**src/rtl/stream_sink_fifo_if.sv**
```systemverilog
// Handshake/status bundle for stream_sink_fifo: tagged input word, show-ahead
// output with ready back-pressure, occupancy flags and sticky overflow.
interface stream_sink_fifo_if #(
  parameter int FIFO_WIDTH = 8,
  parameter int ADDR_W     = 3
);
  logic [FIFO_WIDTH:0]   data_i;
  logic [FIFO_WIDTH-1:0] data_o;
  logic                  valid_o;
  logic                  ready_i;
  logic [ADDR_W:0]       count_o;
  logic                  full_o;
  logic                  empty_o;
  logic                  overflow_o;
  logic                  clr_ovf_i;

  modport slave (
    input  data_i, ready_i, clr_ovf_i,
    output data_o, valid_o, count_o, full_o, empty_o, overflow_o
  );

  modport master (
    output data_i, ready_i, clr_ovf_i,
    input  data_o, valid_o, count_o, full_o, empty_o, overflow_o
  );
endinterface

```
**src/rtl/stream_sink_fifo.sv**
```systemverilog
// Show-ahead circular FIFO fed by tagged words; every output is a flop, so the
// next head-of-buffer payload is computed ahead of the edge.
module stream_sink_fifo #(
  parameter int FIFO_WIDTH = 8,
  parameter int ADDR_W     = 3
) (
  input  logic               clk,
  input  logic               rst_n,
  stream_sink_fifo_if.slave  bus
);

  localparam int unsigned     DEPTH   = 2 ** ADDR_W;
  localparam logic [ADDR_W:0] DEPTH_C = (ADDR_W + 1)'(DEPTH);

  logic [FIFO_WIDTH-1:0] mem_q [DEPTH];

  logic [ADDR_W-1:0]     wr_ptr_q, wr_ptr_d;
  logic [ADDR_W-1:0]     rd_ptr_q, rd_ptr_d;
  logic [ADDR_W:0]       count_q, count_d;
  logic                  full_q, empty_q, valid_q, ovf_q, ovf_d;
  logic [FIFO_WIDTH-1:0] data_q, data_d;
  logic [FIFO_WIDTH-1:0] payload_s;
  logic                  push_s, pop_s, push_acc_s, ovf_evt_s;

  // Next-state for pointers, occupancy, registered head and sticky overflow.
  always_comb begin
    payload_s  = bus.data_i[FIFO_WIDTH-1:0];
    push_s     = bus.data_i[FIFO_WIDTH];
    pop_s      = valid_q & bus.ready_i;
    push_acc_s = push_s & (~full_q | pop_s);
    ovf_evt_s  = push_s & full_q & ~pop_s;

    if (push_acc_s) begin
      wr_ptr_d = wr_ptr_q + ADDR_W'(1);
    end else begin
      wr_ptr_d = wr_ptr_q;
    end

    if (pop_s) begin
      rd_ptr_d = rd_ptr_q + ADDR_W'(1);
    end else begin
      rd_ptr_d = rd_ptr_q;
    end

    case ({push_acc_s, pop_s})
      2'b10:   count_d = count_q + (ADDR_W + 1)'(1);
      2'b01:   count_d = count_q - (ADDR_W + 1)'(1);
      default: count_d = count_q;
    endcase

    // The new head is the word being written when it lands at the next read slot.
    if (count_d == {(ADDR_W + 1){1'b0}}) begin
      data_d = {FIFO_WIDTH{1'b0}};
    end else if (push_acc_s && (wr_ptr_q == rd_ptr_d)) begin
      data_d = payload_s;
    end else begin
      data_d = mem_q[rd_ptr_d];
    end

    if (ovf_evt_s) begin
      ovf_d = 1'b1;
    end else if (bus.clr_ovf_i) begin
      ovf_d = 1'b0;
    end else begin
      ovf_d = ovf_q;
    end
  end

  // Control and output registers with synchronous active-low reset.
  always_ff @(posedge clk) begin
    if (!rst_n) begin
      wr_ptr_q <= {ADDR_W{1'b0}};
      rd_ptr_q <= {ADDR_W{1'b0}};
      count_q  <= {(ADDR_W + 1){1'b0}};
      full_q   <= 1'b0;
      empty_q  <= 1'b1;
      valid_q  <= 1'b0;
      data_q   <= {FIFO_WIDTH{1'b0}};
      ovf_q    <= 1'b0;
    end else begin
      wr_ptr_q <= wr_ptr_d;
      rd_ptr_q <= rd_ptr_d;
      count_q  <= count_d;
      full_q   <= (count_d == DEPTH_C);
      empty_q  <= (count_d == {(ADDR_W + 1){1'b0}});
      valid_q  <= (count_d != {(ADDR_W + 1){1'b0}});
      data_q   <= data_d;
      ovf_q    <= ovf_d;
    end
  end

  // Storage array, deliberately left out of reset.
  always_ff @(posedge clk) begin
    if (rst_n && push_acc_s) begin
      mem_q[wr_ptr_q] <= payload_s;
    end else begin
      mem_q[wr_ptr_q] <= mem_q[wr_ptr_q];
    end
  end

  assign bus.data_o     = data_q;
  assign bus.valid_o    = valid_q;
  assign bus.count_o    = count_q;
  assign bus.full_o     = full_q;
  assign bus.empty_o    = empty_q;
  assign bus.overflow_o = ovf_q;

endmodule

```
**src/flat_wrapper.sv**
```systemverilog
// flat-port wrapper written by rule: the top's interface ports become plain ports
module stream_sink_fifo_flat 
#(
  parameter int FIFO_WIDTH = 8,
  parameter int ADDR_W     = 3
)
  (clk, rst_n, bus_data_i, bus_ready_i, bus_clr_ovf_i, bus_data_o, bus_valid_o, bus_count_o, bus_full_o, bus_empty_o, bus_overflow_o);
  stream_sink_fifo_if #(.FIFO_WIDTH(FIFO_WIDTH), .ADDR_W(ADDR_W)) bus_i ();
  input  logic clk;
  input  logic rst_n;
  input wire logic [$bits(bus_i.data_i)-1:0] bus_data_i;
  input wire logic [$bits(bus_i.ready_i)-1:0] bus_ready_i;
  input wire logic [$bits(bus_i.clr_ovf_i)-1:0] bus_clr_ovf_i;
  output wire logic [$bits(bus_i.data_o)-1:0] bus_data_o;
  output wire logic [$bits(bus_i.valid_o)-1:0] bus_valid_o;
  output wire logic [$bits(bus_i.count_o)-1:0] bus_count_o;
  output wire logic [$bits(bus_i.full_o)-1:0] bus_full_o;
  output wire logic [$bits(bus_i.empty_o)-1:0] bus_empty_o;
  output wire logic [$bits(bus_i.overflow_o)-1:0] bus_overflow_o;
  assign bus_i.data_i = bus_data_i;
  assign bus_i.ready_i = bus_ready_i;
  assign bus_i.clr_ovf_i = bus_clr_ovf_i;
  assign bus_data_o = bus_i.data_o;
  assign bus_valid_o = bus_i.valid_o;
  assign bus_count_o = bus_i.count_o;
  assign bus_full_o = bus_i.full_o;
  assign bus_empty_o = bus_i.empty_o;
  assign bus_overflow_o = bus_i.overflow_o;
  stream_sink_fifo #(.FIFO_WIDTH(FIFO_WIDTH), .ADDR_W(ADDR_W)) u_core (.clk(clk), .rst_n(rst_n), .bus(bus_i));
endmodule
```
**config.mk**
```make
export PLATFORM = sky130hd
export DESIGN_NAME = stream_sink_fifo_flat
export DESIGN_NICKNAME = d
export VERILOG_FILES = /design/src/rtl/stream_sink_fifo_if.sv /design/src/rtl/stream_sink_fifo.sv /design/src/flat_wrapper.sv
export SDC_FILE = /design/constraint.sdc
export NUM_CORES = 1
export LEC_CHECK = 0
export CORE_MARGIN = 8
export CORE_UTILIZATION = 60
export CTS_CLUSTER_SIZE = 40
export DETAILED_ROUTE_END_ITERATION = 7
export HOLD_SLACK_MARGIN = 0.05
export PLACE_DENSITY = 0.82
export SKIP_LAST_GASP = 1
export SYNTH_ARGS = -nofsm -noshare
export SYNTH_HDL_FRONTEND = slang
export SYNTH_SLANG_ARGS = --single-unit
```
**constraint.sdc**
```tcl
create_clock -name clk -period 6 [get_ports clk]
set_input_delay 0.9 -clock clk [delete_from_list [all_inputs] [get_ports clk]]
set_output_delay 0.9 -clock clk [all_outputs]
set_load 0.02 [all_outputs]
```
==> flow_summary.ini <==
[global_routing]
grt_pass1_wl_mm = 12.1
grt_start_max_net_pins = 30
grt_overflow_total = 0
grt_pass1_vias = 2375
track_usage_pct = 18.6
antenna_found_initial = 0

[placed_design]
io_buffer_count = 28
pre_cts_slack_ps = 2050
gp_congestion = 0.753
hpwl_mm = 4.94

[synth]
ys_warn_count = 0
ys.flop_type = edfxtp_1
yosysSeqAreaShare_pct = 64.5
ys_top_cells_by_area = edfxtp_1, dfxtp_1, nand2_1
syn_avg_cell_area_um2 = 12.7
synth_edf_count = 64
synth_top_area_share_pct = 52.5
ys_types = 48
synthesis.area_mm2 = 0.00366
yosysMostFrequentCell = edfxtp_1
synth_top_cell_by_area = edfxtp_1
async_flop_share_pct = 0
ys_seq_elements = 86
synth_cells = 289
ys_top_cells_by_count = edfxtp_1, nand2_1, dfxtp_1
syn_nets = 307

[hold_path]
min_delay_path_depth = 2
worstHoldPathType = register to register
holdPathEnd = u_core.bus.overflow_o
holdCritStartpoint = u_core.bus.overflow_o

[cts]
cts_hold_buf = 0
clockBufferDepth = 2
cts_resized = 0
cts_tree = yes
clock-sinks = 86
clk_pin_slew_ps = 80
clockRootBuffer = clkbuf_8
postCtsSetupBuffers = 0
htreeDepth = 3
cts_made_buffers = 9
clk_latency_ps = 370

[worst_setup_path]
endpoint_kind = register
cp_cell_sequence = clkdlybuf4s50_1 -> a21bo_2 -> nand2_1 -> ha_1 -> xor2_1 -> ha_1 -> a21oi_1 -> xor2_1 -> nor2_1 -> xor2_1 -> o31ai_4 -> a21oi_1
path_class = input pin to register
worstPathArrival_ps = 3730
crit_fanout = 10
worstReg2RegEnd = u_core.bus.data_o[3]
reg2reg_slack_ps = 3140
r2r_cells = 11
crit_required_ps = 6230
reg2reg_from = u_core.bus.valid_o
crit_top_cell = xor2_1
crit_path_top_delay_cell = clkdlybuf4s50_1
critical_path.startpoint = bus_ready_i
slowest_delay_ps = 580
cp-start-kind = input pin

[sta]
worstMarginPinSlew_ps = 1100
fin_tns_setup_ps = 0
rsz0062_at_grt = no
setup_viol = 0
slew_violations = 0
finClkSkew_ps = 12.4
relSlewSlack_pct = 26.1
timing_hold_violations_final = 0
setup_ws_ps = 2490
fin_crit_sh_pct = 58.4
period_minus_slack_ps = 3510
clock.fmax_mhz = 285

[die]
initial_core_util_pct = 61.8
core_mm2 = 0.00592
die-area_mm2 = 0.00886
die-height_um = 94.1
rows = 28
die_w_um = 94.1
io_pins = 29

[layout]
seqCellArea_mm2 = 0.00236
final_nets = 339
multiInputGateArea_mm2 = 0.00122
layout-drive-gt1-share_pct = 10.1
diodes = 0
nFillCells = 419
synthToLayoutAreaGrowth_pct = 14.6

[drt]
wire_per_inst_um = 18.9
viasPerCell = 5.85
postRouteAntennaNets = 0
vias = 2345
drc_errors = 0
dr.pass1.iters = 4
finalWirelength_mm = 7.56
drt_iter0_drc = 217

[status]
status = completed

[flow_run]
drv_cap = 0

[power]
leakagePower_nw = 1.48
p_total_mw = 1.63
power.density_mw_per_mm2 = 388
irDropWorstVdd_v = 0.000274
-- where the power goes --
| group | internal (mW) | switching (mW) | leakage (nW) |
|---|---|---|---|
| sequential | 0.694 | 0.0446 | 0.759 |
| clock | 0.193 | 0.212 | 0.0924 |
| combinational | 0.208 | 0.275 | 0.627 |
| total | 1.09 | 0.532 | 1.48 |
-- critical path, delay by kind of cell --
family / cells / cell delay (ps)
XOR/XNOR: 3 / 550
adder cells (fa/ha/maj): 2 / 500
buffers and inverters: 1 / 580
AO/OA/AOI/OAI: 4 / 980
AND/OR/NAND/NOR: 2 / 190
-- per-stage QoR --
step           cell area (um^2)  hold WS [ps]  cells  util [%]
6_report                   4200           524    401      70.9
5_1_grt                    4200           561    401      70.9
3_5_place_dp               4000           505    385      67.5
2_1_floorplan              3660           527    289         -
4_1_cts                    4200           525    401      70.9
3_3_place_gp               4000           495    385      67.5
-- sequential cells by signal, indices dropped and copies added (netlist names) --
| name | cells |
|---|---|
| u_core.mem_q | 64 |
| u_core.bus.data_o | 8 |
| u_core.rd_ptr_q | 3 |
| u_core.bus.count_o | 4 |
| u_core.bus.valid_o | 1 |
| u_core.bus.overflow_o | 1 |
| u_core.wr_ptr_q | 3 |
| u_core.bus.empty_o | 1 |
| u_core.bus.full_o | 1 |
-- layer usage --
metal,track usage [%],wire [um],vias to the layer above
met3,3.92,579,17
met1,22.5,3090,1125
li1,-,-,1127
met4,13.2,199,0
met5,0,0,-
met2,28.9,3690,76
-- area by class of cell --
class	count	area share [%]
sequential	86	56.3
multi-input combinational	188	29.1
timing repair buffer	31	7.22
clock buffer	9	2.95
tap	75	2.24
clock inverter	7	1.73
inverter	5	0.447
-- cell usage in the layout (no fill, tap or decap), drive strengths merged, types with 2 or more instances in the layout --
master	instances
mux2i	8
a21bo	3
a32oi	7
ha	5
buf	3
nand3	14
edfxtp	64
nand4	8
clkinv	3
xnor2	5
o2bb2ai	2
nor3	3
and2	8
nand2	54
nand2b	2
inv	6
o21ai	2
dfxtp	22
nor2b	6
a211oi	4
nand3b	7
nor2	14
xor2	7
or2	2
a21oi	10
clkdlybuf4s50	28
clkbuf	9
mux2	3
clkinvlp	2
-- cell families (layout without fill, tap and decap cells) --
group,Yosys count,in the layout,share of synthesized area (%)
xor gates and xnor gates,12,12,3.08
buffers and inverters,15,52,2.12
and+or+nand+nor,122,122,16.5
AOI/OAI and AO/OA,37,37,8.34
adders and majority gates,5,5,1.71
muxes,12,12,3.73
DFF,86,86,64.5
-- how the worst max path moves through the flow --
stage	to	cells past startpoint
after floorplan	u_core.bus.data_o[2]	11
after global placement	u_core.bus.data_o[2]	12
after detailed placement	u_core.bus.data_o[3]	12
after CTS	u_core.bus.data_o[3]	12
after global routing	u_core.bus.data_o[3]	12
final	u_core.bus.data_o[3]	12
(Power assumes the default switching activity.)
==> RTL change, RTL diff (config.mk and constraints unchanged) <==
`ADDR_W` is set to 3 in 3 places; all go to 2.
--- a/src/rtl/stream_sink_fifo_if.sv
+++ b/src/rtl/stream_sink_fifo_if.sv
@@ -3,5 +3,5 @@
 interface stream_sink_fifo_if #(
   parameter int FIFO_WIDTH = 8,
-  parameter int ADDR_W     = 3
+  parameter int ADDR_W     = 2
 );
   logic [FIFO_WIDTH:0]   data_i;
--- a/src/rtl/stream_sink_fifo.sv
+++ b/src/rtl/stream_sink_fifo.sv
@@ -3,5 +3,5 @@
 module stream_sink_fifo #(
   parameter int FIFO_WIDTH = 8,
-  parameter int ADDR_W     = 3
+  parameter int ADDR_W     = 2
 ) (
   input  logic               clk,
--- a/src/flat_wrapper.sv
+++ b/src/flat_wrapper.sv
@@ -3,5 +3,5 @@
 #(
   parameter int FIFO_WIDTH = 8,
-  parameter int ADDR_W     = 3
+  parameter int ADDR_W     = 2
 )
   (clk, rst_n, bus_data_i, bus_ready_i, bus_clr_ovf_i, bus_data_o, bus_valid_o, bus_count_o, bus_full_o, bus_empty_o, bus_overflow_o);
Ports: changed (resized bus_count_o); port bits go from 29 to 28. The function was not compared with the original's and may differ.
==> RTL change against the original RTL <==
- wire length fell by 39%
- worst setup slack improved by 0.083 ns
- non-clock buffer count is 4 lower
- synthesized area shrank 35%
- first-iteration DRC count fell by 53%
- final area down 34%
- via count is 39% lower
- total power fell by 45%
- sequential cell count decreased by 35
- largest cell class unchanged
- largest power group unchanged
==> RTL change: results (changes against the original RTL) <==
Parameter                              Value

Logic synthesis
  Mux contribution to synthesized area ... 19.4% (was 3.73%)
  Top cells by count, synth ... sky130_fd_sc_hd__edfxtp_1 (32), sky130_fd_sc_hd__dfxtp_1 (19), sky130_fd_sc_hd__a211oi_1 (16) (was sky130_fd_sc_hd__edfxtp_1 (64), sky130_fd_sc_hd__nand2_1 (54), sky130_fd_sc_hd__dfxtp_1 (22))
  Main area contributors after synthesis ... sky130_fd_sc_hd__edfxtp_1 (40%), sky130_fd_sc_hd__dfxtp_1 (16%), sky130_fd_sc_hd__mux4_2 (9.4%) (was sky130_fd_sc_hd__edfxtp_1 (52%), sky130_fd_sc_hd__dfxtp_1 (12%), sky130_fd_sc_hd__nand2_1 (5.5%))
  Area fraction in compound gates after synthesis ... 10.4% (was 8.34%)
  Net Count, Synth ... 170 (was 307)
  Adder and majority cell fraction of the synthesized area ... 3.46% (was 1.71%)
  Number of unique standard cell types used by synthesis ... 38 (was 48)

Timing
  Maximum achievable frequency ... 0.292 GHz (was 0.285 GHz)
  Hold Slack ... 0.497 ns (was 0.524 ns)
  Clock skew ... 0.00513 ns (was 0.0124 ns)

Clock tree
  Clock latency of the later-clocked register in the worst-skew pair ... 0.30 ns (was 0.37 ns)
  Number of buffers created by CTS ... 5 (was 9)
  Max H-tree Level ... 2 (was 3)

Hold path
  Hold WC Path Type ... reg2reg (unchanged)

Critical path
  Max FO, Critical Path ... 11 (was 10)
  WP data arrival ... 3.59 ns (was 3.73 ns)
  Crit-path leading delay family ... buffers and inverters (was compound AO/OA/AOI/OAI gates)

Power
  Peak supply drop ... 0.000223 V (was 0.000274 V)
  Flip-flop and latch power ... 0.445 mW (was 0.739 mW)
  Comb pwr share ... 29.0% (was 29.7%)
  Leak pwr ... 0.918 nW (was 1.48 nW)
  Sw power ... 0.276 mW (was 0.532 mW)
  Sequential fraction of design power ... 49.9% (was 45.4%)

Global routing
  Gr usage total ... 15.6% (was 18.6%)
  Maximum number of pins on one net before global-route repair ... 19 (was 30)
  Number of global-route vias before repair ... 1466 (was 2375)

Cells and area
  Number of flip-flops under the largest register name ... 32 (was 64)
  Number of nets in the final layout ... 199 (was 339)
  Ratio of cells with drive above 1 in the final layout ... 14.9% (was 10.1%)
  Number of filler instances in the final layout ... 284 (was 419)

Route
  Number of design-rule violations left by the first detailed-router iteration ... 103 (was 217)
  Routed len/inst ... 20.0 microns (was 18.9 microns)

Placement
  Post-detailed-placement cell area ... 0.00268 sq mm (was 0.00400 sq mm)

Status
  Status ... completed (unchanged)
==> RTL change: area by class of cell <==
type | instances | share of cell area [%]
Inverter | 9 | 1.31
Sequential cell | 51 | 48.5
Tap cell | 50 | 2.26
Clock inverter | 2 | 0.452
Multi-Input combinational cell | 86 | 35.1
Clock buffer | 6 | 2.62
Timing Repair Buffer | 27 | 9.77
==> RTL change: final timing paths <==
kind                                       startpoint                    end  cells after the start
worst max-delay path                      bus_ready_i   u_core.bus.data_o[7]                     10
worst min-delay path            u_core.bus.overflow_o  u_core.bus.overflow_o                      2
worst max register to register     u_core.bus.valid_o   u_core.bus.data_o[7]                      9
worst min register to register  u_core.bus.overflow_o  u_core.bus.overflow_o                      2
==> RTL change: per-layer routing <==
metal	routed length, microns	track usage [%]	part of all wire, %	up-vias
li1	-	-	-	665
met1	1980	18.9	43	705
met2	2260	25.4	49	45
met3	262	3.72	5.7	9
met4	125	7.78	2.7	0
met5	0	0	0	-
